$ cat config.mk
export PLATFORM = sky130hd
export DESIGN_NAME = srt4_div_arbiter
export DESIGN_NICKNAME = d
export VERILOG_FILES = /design/src/rtl/srt4_pkg.sv /design/src/rtl/srt4_div_arbiter_rr_pick.sv /design/src/rtl/srt4_div_arbiter.sv
export SDC_FILE = /design/constraint.sdc
export NUM_CORES = 1
export LEC_CHECK = 0
export CORE_ASPECT_RATIO = 0.9
export CORE_MARGIN = 1.5
export CORE_UTILIZATION = 25
export CTS_CLUSTER_DIAMETER = 50
export DETAILED_ROUTE_END_ITERATION = 10
export GPL_TIMING_DRIVEN = 0
export MAX_ROUTING_LAYER = met4
export PLACE_DENSITY_LB_ADDON = 0.05
export SYNTH_ARGS = -nofsm -noshare
export SYNTH_HDL_FRONTEND = slang
export SYNTH_HIERARCHICAL = 1
export SYNTH_SLANG_ARGS = --single-unit
$ cat constraint.sdc
create_clock -name clk -period 5.4 [get_ports clk]
set_input_delay 1.08 -clock clk [delete_from_list [all_inputs] [get_ports clk]]
set_output_delay 1.08 -clock clk [all_outputs]
set_load 0.02 [all_outputs]
$ cat src/rtl/srt4_pkg.sv
// Shared constants for the SRT-4 divider arbiter family.
package srt4_pkg;

    // Native width of the shared SRT-4 divider.
    localparam int unsigned DIV_W = 8;

    // Scheduler FSM state encoding.
    localparam logic [2:0] S_IDLE  = 3'd0;
    localparam logic [2:0] S_START = 3'd1;
    localparam logic [2:0] S_WAIT  = 3'd2;
    localparam logic [2:0] S_RESP  = 3'd3;
    localparam logic [2:0] S_ABORT = 3'd4;

    // Divide-by-zero result: quotient saturates to all ones, error flagged.
    localparam logic DZ_Q_FILL = 1'b1;
    localparam logic DZ_ERR    = 1'b1;

endpackage

$ cat src/rtl/srt4_div_arbiter_rr_pick.sv
// Combinational N-wide circular priority picker, searching from ptr+1.
module rr_pick #(
    parameter int unsigned N  = 4,
    parameter int unsigned IW = (N > 1) ? $clog2(N) : 1
) (
    input  logic [N-1:0]  req,
    input  logic [IW-1:0] ptr,
    output logic [N-1:0]  grant,
    output logic [IW-1:0] idx,
    output logic          any
);

    // Walk offsets from farthest to nearest so the closest requester after ptr wins.
    always_comb begin
        grant = '0;
        idx   = '0;
        any   = 1'b0;
        for (int unsigned off = N; off >= 1; off--) begin
            int unsigned c;
            c = (int'(ptr) + off) % N;
            if (req[c]) begin
                grant    = '0;
                grant[c] = 1'b1;
                idx      = IW'(c);
                any      = 1'b1;
            end
        end
    end

endmodule

$ cat src/rtl/srt4_div_arbiter.sv
// Round-robin scheduler sharing one SRT-4 divider between NREQ requesters.
module srt4_div_arbiter
    import srt4_pkg::*;
#(
    parameter int unsigned NREQ    = 4,
    parameter int unsigned W       = DIV_W,
    parameter int unsigned TIMEOUT = 63,
    parameter int unsigned TW      = 6
) (
    input  logic                clk,
    input  logic                rst,
    input  logic [NREQ-1:0]     req_valid,
    output logic [NREQ-1:0]     req_ready,
    input  logic [NREQ*W-1:0]   req_a,
    input  logic [NREQ*W-1:0]   req_b,
    output logic [NREQ-1:0]     resp_valid,
    input  logic [NREQ-1:0]     resp_ready,
    output logic [W-1:0]        resp_q,
    output logic [W-1:0]        resp_r,
    output logic                resp_err,
    output logic                div_begin,
    output logic                div_rst_b,
    output logic [W-1:0]        div_a,
    output logic [W-1:0]        div_b,
    input  logic                div_end,
    input  logic [W-1:0]        div_q,
    input  logic [W-1:0]        div_r
);

    localparam int unsigned IW = (NREQ > 1) ? $clog2(NREQ) : 1;

    logic [2:0]      state, state_n;
    logic [IW-1:0]   rr_ptr, rr_ptr_n;
    logic [IW-1:0]   owner, owner_n;
    logic [TW-1:0]   watchdog, watchdog_n;
    logic [NREQ-1:0] resp_valid_n;
    logic [W-1:0]    resp_q_n, resp_r_n, div_a_n, div_b_n;
    logic            resp_err_n, div_begin_n, div_rst_b_n;

    logic [NREQ-1:0] pick_grant;
    logic [IW-1:0]   pick_idx;
    logic            pick_any;
    logic [W-1:0]    sel_a, sel_b;
    logic [NREQ-1:0] owner_oh;

    rr_pick #(.N(NREQ), .IW(IW)) u_pick (
        .req   (req_valid),
        .ptr   (rr_ptr),
        .grant (pick_grant),
        .idx   (pick_idx),
        .any   (pick_any)
    );

    // Operands of the candidate winner and the current owner's one-hot.
    assign sel_a    = req_a[pick_idx*W +: W];
    assign sel_b    = req_b[pick_idx*W +: W];
    assign owner_oh = {{(NREQ-1){1'b0}}, 1'b1} << owner;

    // Accept is only offered while idle.
    assign req_ready = (state == S_IDLE) ? pick_grant : '0;

    // Next-state and next-output logic.
    always_comb begin
        state_n      = state;
        rr_ptr_n     = rr_ptr;
        owner_n      = owner;
        watchdog_n   = watchdog;
        resp_valid_n = resp_valid;
        resp_q_n     = resp_q;
        resp_r_n     = resp_r;
        resp_err_n   = resp_err;
        div_a_n      = div_a;
        div_b_n      = div_b;
        div_begin_n  = 1'b0;
        div_rst_b_n  = 1'b1;
        case (state)
            S_IDLE: begin
                if (pick_any) begin
                    owner_n  = pick_idx;
                    rr_ptr_n = pick_idx;
                    div_a_n  = sel_a;
                    div_b_n  = sel_b;
                    if (sel_b == '0) begin
                        resp_q_n     = {W{DZ_Q_FILL}};
                        resp_r_n     = sel_a;
                        resp_err_n   = DZ_ERR;
                        resp_valid_n = pick_grant;
                        state_n      = S_RESP;
                    end else begin
                        div_begin_n = 1'b1;
                        state_n     = S_START;
                    end
                end
            end
            S_START: begin
                watchdog_n = '0;
                state_n    = S_WAIT;
            end
            S_WAIT: begin
                watchdog_n = watchdog + 1'b1;
                if (div_end) begin
                    resp_q_n     = div_q;
                    resp_r_n     = div_r;
                    resp_err_n   = 1'b0;
                    resp_valid_n = owner_oh;
                    state_n      = S_RESP;
                end else if (watchdog == TW'(TIMEOUT)) begin
                    resp_q_n    = '0;
                    resp_r_n    = '0;
                    resp_err_n  = 1'b1;
                    div_rst_b_n = 1'b0;
                    state_n     = S_ABORT;
                end
            end
            S_ABORT: begin
                resp_valid_n = owner_oh;
                state_n      = S_RESP;
            end
            S_RESP: begin
                if (resp_ready[owner]) begin
                    resp_valid_n = '0;
                    state_n      = S_IDLE;
                end
            end
            default: state_n = S_IDLE;
        endcase
    end

    // State and registered outputs with synchronous reset.
    always_ff @(posedge clk) begin
        if (rst) begin
            state      <= S_IDLE;
            rr_ptr     <= IW'(NREQ - 1);
            owner      <= '0;
            watchdog   <= '0;
            resp_valid <= '0;
            resp_q     <= '0;
            resp_r     <= '0;
            resp_err   <= 1'b0;
            div_a      <= '0;
            div_b      <= '0;
            div_begin  <= 1'b0;
            div_rst_b  <= 1'b1;
        end else begin
            state      <= state_n;
            rr_ptr     <= rr_ptr_n;
            owner      <= owner_n;
            watchdog   <= watchdog_n;
            resp_valid <= resp_valid_n;
            resp_q     <= resp_q_n;
            resp_r     <= resp_r_n;
            resp_err   <= resp_err_n;
            div_a      <= div_a_n;
            div_b      <= div_b_n;
            div_begin  <= div_begin_n;
            div_rst_b  <= div_rst_b_n;
        end
    end

endmodule

==> run metrics <==
final net count 623; Slew Limit Fails 0; core area 13400 sq um; Antenna Nets Post-Route 0; Pre-antenna DRT Iters 4; global route total overflow 0; Tmin final 4.96 ns; starting density of the core 25.7%; proportion of synthesized chip area in sequential cells 30.4%; Reg power frac 25.9%; syn avg cell area 8.88 sq um; Max Cap Viol 0; via/cell ratio 4.91; fin crit share 91.8%; number of global-route vias before repair 3408; synthesized flop and latch total 52; static leakage 0.00183 uW; Clock power frac 17.4%; cell with the most instances after synthesis nand2_1; largest cells by area after synthesis dfxtp_1, mux4_1, nand2_1, a21oi_1, mux4_2; via count 3406; Top FF cell, synth dfxtp_1; H-tree levels 2; Post-Synth Simple-Gate Area 20.6%; Finish-stage setup viols 0; CP startpoint rr_ptr[0]; # port buffers 132; Hold WC Path Type flop to flop; CP Data Arrival Time 3.88 ns; Required @ worst endpoint 4.32 ns; Worst path slowest cell clkdlybuf4s50_1; GRT Total Usage 16.3%; cell-internal power 1160 uW; Design Power 1930 uW; worst-margin pin slew 0.951 ns; initial antenna violation count 0; outcome completed; Max-slew headroom 36.2%; CP Capture Type primary output; number of synthesized flops with an enable pin 0; CP Cell Sequence buf_2 -> inv_1 -> ha_1 -> buf_6 -> mux2_2 -> mux2i_1 -> nor2_1 -> a31oi_1 -> and2_1 -> clkdlybuf4s50_1; Synth top area share 30.4%; fraction of registers with async set/reset 0%; clock root cell clkbuf_16; Layout Utilization 38.3%; worst vdd ir 0.000135 V; r2r startpoint rr_ptr[0]; list of most frequent post-synthesis cells nand2_1, dfxtp_1, a21oi_1, nor2_1, o21ai_0; crit path kind flop to primary output; Yosys cell types 54; crit start category flop; Clock transition at path regs 0.07 ns; Synth Area in Adders 2.55%; pin count of the biggest net entering global routing 19; Worst Setup Slack, final 0.441 ns; logic gate share of total power 56.7%; Num CTS Buffers 5; Filler cells 1394; largest family of logic cells by synthesized area compound AO/OA/AOI/OAI gates; Detailed Place HPWL 8690 um; pwr dens 377 nW/um^2; Die Width 126 um; Die Span Y 114 um; Sw Share 40.0%; Layout area overhead 49.1%; Psw 770 uW; # DRC 0; initial drt markers 190; row count 40; xor-xnor portion of the synthesized cell area 0.255%; clk sinks 52; post-CTS setup buffer count 0; Clock Skew 0.0101 ns; Yosys warnings 6; maximum clock frequency 202 MHz; Die Area 14400 sq um; Skew-Pair Late Insertion Delay 0.31 ns; DR WL/cell 16.0 um; first-pass GRT wire length 17800 um; setup_tns 0 ns; mux cell area share after synthesis 16.9%; I/O Pins 134; pre-CTS setup slack 0.188 ns; Hold Vio Cnt, Final 0; hold_buf cts 0; CTS tree built; RSZ-0062 raised after global routing no; Synth Net Count 484; WL final 11100 um; min-delay src div_a[5]; Max clock buf depth 2; routability cong. 0.829; # diodes 0; Synth Instances 386; worst-path fanout max 10; Compound-Gate Fraction of Synth Area 20.8%; CP max stage delay 0.60 ns; cell taking the most area after synthesis dfxtp_1; layout cells sized above 1 10.5%; post-synthesis cell area 3430 sq um; Resized Gates After CTS 0
==> flip-flops by register name, indices dropped and copies added (netlist names), 2 cells and up <==
signal and flops:
div_a 8, div_b 8, resp_q 8, resp_r 8, watchdog 6, resp_valid 4
state 3, owner 2, rr_ptr 2
==> power by group through the flow <==
stage	sequential [uW]	clock, uW	combinational [uW]
floorplan	566	0	665
global placement	508	0	1100
detailed placement	509	0	1100
CTS	501	350	1110
global route	510	370	1190
finish	499	335	1090
==> worst paths after layout <==
check	cells after the start	slack, ns	to
worst max-delay path	10	0.44	req_ready[2]
worst min-delay path	2	0.46	div_a[5]
worst max register to register	14	0.47	resp_valid[1]
worst min register to register	2	0.46	div_a[5]
==> kinds of logic (layout without fill, tap and decap cells) <==
| logic type | after synthesis | after routing |
|---|---|---|
| buffers and inverters | 40 | 180 |
| DFF | 52 | 52 |
| adders and majority gates | 7 | 7 |
| and+or+nand+nor | 151 | 151 |
| AOI/OAI and AO/OA | 105 | 105 |
| muxes | 30 | 30 |
| xor gates and xnor gates | 1 | 1 |
==> through the flow <==
step / hold WS, ns / area (sq um) / std cells
6_report: 0.455 / 5110 / 694
5_1_grt: 0.472 / 5110 / 694
4_1_cts: 0.460 / 5110 / 694
2_1_floorplan: 0.476 / 3430 / 386
3_3_place_gp: 0.442 / 4960 / 686
3_5_place_dp: 0.449 / 4960 / 686
==> cell type report <==
cell class                      instances  area (sq um)  share of cell area, %
Clock buffer                            5           125                   2.45
Buffer                                 34           267                   5.21
Multi-Input combinational cell        294          2100                   41.1
Clock inverter                          3          26.3                  0.514
Timing Repair Buffer                  132          1320                   25.8
Tap cell                              168           210                   4.11
Sequential cell                        52          1040                   20.4
Inverter                                6          22.5                  0.441
==> critical path: cells and delay by family, from the launching register on <==
| kind | cells | cell delay (ns) |
|---|---|---|
| AO/OA/AOI/OAI | 1 | 0.32 |
| multiplexers | 2 | 0.82 |
| adder cells (fa/ha/maj) | 1 | 0.35 |
| AND/OR/NAND/NOR | 2 | 0.26 |
| buffers and inverters | 4 | 1.24 |
| flip-flops | 1 | 0.57 |
==> cells in the final DEF, fill, tap and decap left out, types with 3 or more instances in the layout <==
cell               n
nand2_1           65
nor2b_1            3
nor2_1            28
nor4_1             3
a31oi_1            7
o21ai_0           16
a2111o_1           5
a22oi_1            5
a311oi_1           6
clkbuf_16          5
and2_1             6
a21oi_1           45
inv_1              6
a221oi_1           4
buf_6              7
mux4_2             9
buf_1              4
mux2_2             4
nand2b_1           3
clkdlybuf4s50_1  132
clkbuf_8           7
nor3_1            13
nor2_2             3
ha_1               7
mux4_1            10
nand4_1            6
a311oi_2           3
dfxtp_1           52
mux2i_1            7
nand3_1            9
clkbuf_1          11
==> metal layers <==
layer  up-vias  track usage (%)  routed length, um  share of wire [%]
met1      1587             20.8               5060                 46
li1       1715                -                  -                  -
met2        95             25.4               5220                 47
met4         0             3.91                145                1.3
met5         -                -                  0                  0
met3         9             4.81                681                6.1
Note: power is estimated with default switching activity, not from simulation.
